[config.mk]
export PLATFORM = sky130hd
export DESIGN_NAME = button_debouncer
export DESIGN_NICKNAME = d
export VERILOG_FILES = /design/src/rtl/button_debouncer_pkg.sv /design/src/rtl/button_debouncer_sync_2ff.sv /design/src/rtl/button_debouncer.sv
export SDC_FILE = /design/constraint.sdc
export NUM_CORES = 1
export LEC_CHECK = 0
export ABC_AREA = 1
export ABC_CLOCK_PERIOD_IN_PS = 1970
export CAP_MARGIN = 20
export CORE_MARGIN = 5
export CORE_UTILIZATION = 61
export DETAILED_ROUTE_END_ITERATION = 10
export PLACE_DENSITY = 0.83
export SETUP_SLACK_MARGIN = 0.3
export SLEW_MARGIN = 10
export SYNTH_ARGS = -nofsm -noshare
export SYNTH_HDL_FRONTEND = slang
export SYNTH_SLANG_ARGS = --single-unit
[constraint.sdc]
create_clock -name clk -period 1.97 [get_ports clk]
set_input_delay 0.2955 -clock clk [delete_from_list [all_inputs] [get_ports clk]]
set_output_delay 0.2955 -clock clk [all_outputs]
set_load 0.005 [all_outputs]
[src/rtl/button_debouncer_pkg.sv]
// Shared types and sizing helpers for the push-button debouncer.
package button_debouncer_pkg;

    typedef enum logic [2:0] {
        IDLE,
        PRESS_WAIT,
        PRESSED,
        REPEAT,
        RELEASE_WAIT
    } state_t;

    // One spare bit above the largest terminal count keeps every compare in range.
    function automatic int cnt_width(input int a, input int b, input int c);
        int m;
        m = a;
        if (b > m) m = b;
        if (c > m) m = c;
        return $clog2(m) + 1;
    endfunction

endpackage

[src/rtl/button_debouncer_sync_2ff.sv]
// Two-flop synchronizer for asynchronous pad inputs, synchronous active-high reset.
module sync_2ff (
    input  logic clk,
    input  logic rst,
    input  logic d,
    output logic q
);

    logic meta;

    always_ff @(posedge clk) begin
        if (rst) begin
            meta <= 1'b0;
            q    <= 1'b0;
        end else begin
            meta <= d;
            q    <= meta;
        end
    end

endmodule

[src/rtl/button_debouncer.sv]
// Debounces a raw push-button into a clean level plus press, auto-repeat and release pulses.
module button_debouncer
    import button_debouncer_pkg::*;
#(
    parameter int DEBOUNCE_CYCLES = 500000,
    parameter int REPEAT_DELAY    = 25000000,
    parameter int REPEAT_PERIOD   = 5000000
) (
    input  logic clk,
    input  logic rst,
    input  logic button_raw,
    output logic button,
    output logic press_pulse,
    output logic release_pulse,
    output logic repeat_active
);

    localparam int CNT_W = cnt_width(DEBOUNCE_CYCLES, REPEAT_DELAY, REPEAT_PERIOD);
    localparam logic [CNT_W-1:0] CNT_ONE  = CNT_W'(1);
    localparam logic [CNT_W-1:0] CNT_MAX  = '1;
    localparam logic [CNT_W-1:0] DEB_LAST = CNT_W'(DEBOUNCE_CYCLES - 1);
    localparam logic [CNT_W-1:0] DLY_LAST = CNT_W'((REPEAT_DELAY == 0) ? 0 : REPEAT_DELAY - 1);
    localparam logic [CNT_W-1:0] PER_LAST = CNT_W'(REPEAT_PERIOD - 1);

    state_t           state;
    logic [CNT_W-1:0] cnt;
    logic             btn_sync;

    sync_2ff u_sync (
        .clk (clk),
        .rst (rst),
        .d   (button_raw),
        .q   (btn_sync)
    );

    always_ff @(posedge clk) begin
        if (rst) begin
            state         <= IDLE;
            cnt           <= '0;
            button        <= 1'b0;
            press_pulse   <= 1'b0;
            release_pulse <= 1'b0;
            repeat_active <= 1'b0;
        end else begin
            press_pulse   <= 1'b0;
            release_pulse <= 1'b0;
            case (state)
                IDLE: begin
                    if (btn_sync) begin
                        state <= PRESS_WAIT;
                        cnt   <= CNT_ONE;
                    end
                end
                PRESS_WAIT: begin
                    if (!btn_sync) begin
                        state <= IDLE;
                    end else if (cnt == DEB_LAST) begin
                        state       <= PRESSED;
                        button      <= 1'b1;
                        press_pulse <= 1'b1;
                        cnt         <= '0;
                    end else begin
                        cnt <= cnt + CNT_ONE;
                    end
                end
                PRESSED: begin
                    if (!btn_sync) begin
                        state <= RELEASE_WAIT;
                        cnt   <= CNT_ONE;
                    end else if ((REPEAT_DELAY != 0) && (cnt == DLY_LAST)) begin
                        state         <= REPEAT;
                        repeat_active <= 1'b1;
                        press_pulse   <= 1'b1;
                        cnt           <= '0;
                    end else if (cnt != CNT_MAX) begin
                        cnt <= cnt + CNT_ONE;
                    end
                end
                REPEAT: begin
                    if (!btn_sync) begin
                        state         <= RELEASE_WAIT;
                        repeat_active <= 1'b0;
                        cnt           <= CNT_ONE;
                    end else if (cnt == PER_LAST) begin
                        press_pulse <= 1'b1;
                        cnt         <= '0;
                    end else begin
                        cnt <= cnt + CNT_ONE;
                    end
                end
                RELEASE_WAIT: begin
                    // A return to 1 cancels the release and restarts repeat timing.
                    if (btn_sync) begin
                        state <= PRESSED;
                        cnt   <= '0;
                    end else if (cnt == DEB_LAST) begin
                        state         <= IDLE;
                        button        <= 1'b0;
                        release_pulse <= 1'b1;
                        cnt           <= '0;
                    end else begin
                        cnt <= cnt + CNT_ONE;
                    end
                end
                default: begin
                    state         <= IDLE;
                    cnt           <= '0;
                    button        <= 1'b0;
                    repeat_active <= 1'b0;
                end
            endcase
        end
    end

endmodule

==> out/qor.txt <==
Largest net degree at the start of global routing -> 14
Dominant cell type by area after synthesis -> dfxtp_1
Top-count cell post-synth -> nand2_1
Status -> completed
Area contributors post-synth -> dfxtp_1, nand2_1, nor2_1
Synth-to-Final Area Change -> 31.6%
Detailed Route WL -> 8270 um
Synth top cells by count -> nand2_1, nor2_1, inv_1, dfxtp_1, nand3_1
Post-DP Area -> 0.00263 mm^2
Drt drc -> 0
Routed Antenna Nets -> 0
Vias in the first global route -> 2,493
Post-synth EDFFs -> 0
Peak VDD IR -> 981 uV
Hold crit path type -> flop to flop
Critical Path Sink Type -> flop
Post-DP HPWL -> 4800 um
Synth warn -> 0
Clock transition at path regs -> 0.07 ns
Top_reg_cell synth -> dfxtp_1
Max Slew Vio Count -> 0
Tot GR Track Use -> 27.1%
CTS Hold Bufs -> 0
DRT iter0 DRCs -> 587
Full die area -> 0.00527 mm^2
Root Buffer -> clkbuf_8
Core footprint -> 0.00372 mm^2
GRT Residual Overflow -> 0
Period utilization -> 99.3%
CTS tree -> built
Worst relative slew slack -> 69.9%
Die Wd -> 72.6 um
Syn_nets -> 402
CP required -> 2.16 ns
Slowest stage cell, crit path -> dfxtp_1
Initial core utilization -> 64.3%
Drt wl/cell -> 16.7 um
CP peak stage delay -> 0.39 ns
Crit path time final -> 1.96 ns
First-pass GRT wire length -> 11,300 um
Asr flop ratio synth -> 0%
TritonCTS Buffers -> 5
Yosys reg bits -> 35
Area of the multi-input gates -> 0.00164 mm^2
Synth unique cells -> 36
Die Y -> 72.6 um
FP Rows -> 22
Fin nets -> 452
Startpoint Class -> flop
H-tree levels -> 2
Final setup violation count -> 0
Worst Skew -> 0.00905 ns
# fillers -> 224
Worst reg2reg setup slack -> 0.01 ns
Clock sinks -> 35
MaxCap Viol Count -> 0
RSZ-0062 raised after global routing -> yes
CP Cell Sequence -> nand2_1 -> buf_4 -> nor2_1 -> nand3_1 -> nor2_2 -> nand2_2 -> nand3_2 -> nand2_1 -> nor2_2 -> nand2_4 -> buf_12 -> nand2_8 -> nor2_1
Crit Path Category -> flop to flop
DRT Pass-1 Iters -> 7
Dpl cells -> 462
Total power per unit cell area -> 1020 mW/mm^2
Static leakage -> 0.00126 uW
Initial antenna violation count -> 0
CTS Buffer Depth -> 2
Seq. cell area -> 722 um^2
Mapped Cells -> 398
Via density -> 6.16
Clock Latency Late Sink -> 0.30 ns
Antenna cells -> 0
Final hold vios -> 0
# port buffers -> 6
GPL Wtd Cong -> 0.995
Worst Path Arrival -> 2.15 ns
I/O pin total -> 7
Share of layout cells above drive strength 1 -> 31.0%
Register area share after synthesis -> 29.3%
Max Fanout on Critical Path -> 5
Mapped Area -> 0.00239 mm^2
Yosys top cell area share -> 29.3%
Worst Max-Slew Pin Slew -> 0.448 ns
Finished Cell Area -> 0.00315 mm^2
Via count -> 3,056
Utilization after layout -> 84.7%
Cell Count, Final, Fillers Out -> 496
Mapped Avg Cell Area -> 6.01 um^2
Hold slack -> 0.411 ns
Fmax -> 511 MHz
## cell usage in the layout, fill, tap and decap left out, drive strengths merged, types with 7 or more instances in the layout
master  synthesis  routed
o21ai          12      12
nand3          35      35
nand2          97      98
a21oi          20      20
nor3           18      18
dfxtp          35      35
nand4           7       7
nor2           91      91
buf             6      43
inv            56      56
## worst max-delay path: cells and delay by family (launching register included)
kind	cells	cell delay, ns
buf+inv	2	0.30
simple gates	11	1.16
flops	1	0.39
## repair_timing
item,CTS,global route
setup endpoints to repair,29,31
hold endpoints to repair,0,0
gates cloned,0,1
pin swaps,9,14
setup buffers,14,12
gates resized for setup,20,49
## through the flow
step           power [uW]  setup slack (ns)  TNS [ns]
4_1_cts              2780             0.161         0
3_5_place_dp         2060            0.0418         0
3_3_place_gp         2020             0.109         0
6_report             3220            0.0131         0
2_1_floorplan        1700             0.289         0
5_1_grt              3360            -0.104     -1.80
## worst paths after layout
check / from / endpoint / cells after the start
hold / removal: u_sync.meta$_SDFF_PP0_ / u_sync.q$_SDFF_PP0_ / 2
setup reg to reg: cnt[13]$_SDFFE_PP0P_ / cnt[9]$_SDFFE_PP0P_ / 13
setup / recovery: cnt[13]$_SDFFE_PP0P_ / cnt[9]$_SDFFE_PP0P_ / 13
hold reg to reg: u_sync.meta$_SDFF_PP0_ / u_sync.q$_SDFF_PP0_ / 2
## state kept, by name, indices dropped and copies added, names as in the netlist
name	flops
cnt	26
u_sync.q	1
repeat_active	1
press_pulse	1
u_sync.meta	1
state	3
release_pulse	1
button	1
## cells by family (layout without fill, tap and decap cells)
logic type / Yosys count / in the layout / synth area share (%)
flops: 35 / 35 / 29.3
fa+ha+maj: 1 / 1 / 0.523
simple gates: 252 / 253 / 47.6
compound gates: 39 / 39 / 8.90
xor+xnor: 7 / 7 / 2.56
buf+inv: 64 / 113 / 11.1
## power breakdown
group / switching, uW / total [uW] / internal [uW]
clock: 271 / 546 / 274
sequential: 60.0 / 836 / 776
combinational: 1060 / 1840 / 782
## layer usage
metal,vias up,wire (um),share of wire (%),track usage [%]
li1,1371,-,-,-
met1,1360,3170,38,37.4
met2,259,3720,45,40.8
met3,66,961,12,5.79
met4,0,421,5.1,11.3
met5,-,0,0,0
## area by class of cell
cell class / count / share of cell area, %
sequential: 35 / 22.9
multi-input combinational: 300 / 52.2
clock inverter: 1 / 0.159
timing repair buffer: 49 / 13.3
tap: 48 / 1.91
inverter: 57 / 6.88
clock buffer: 6 / 2.62
Power figures use the tool's default switching activity.
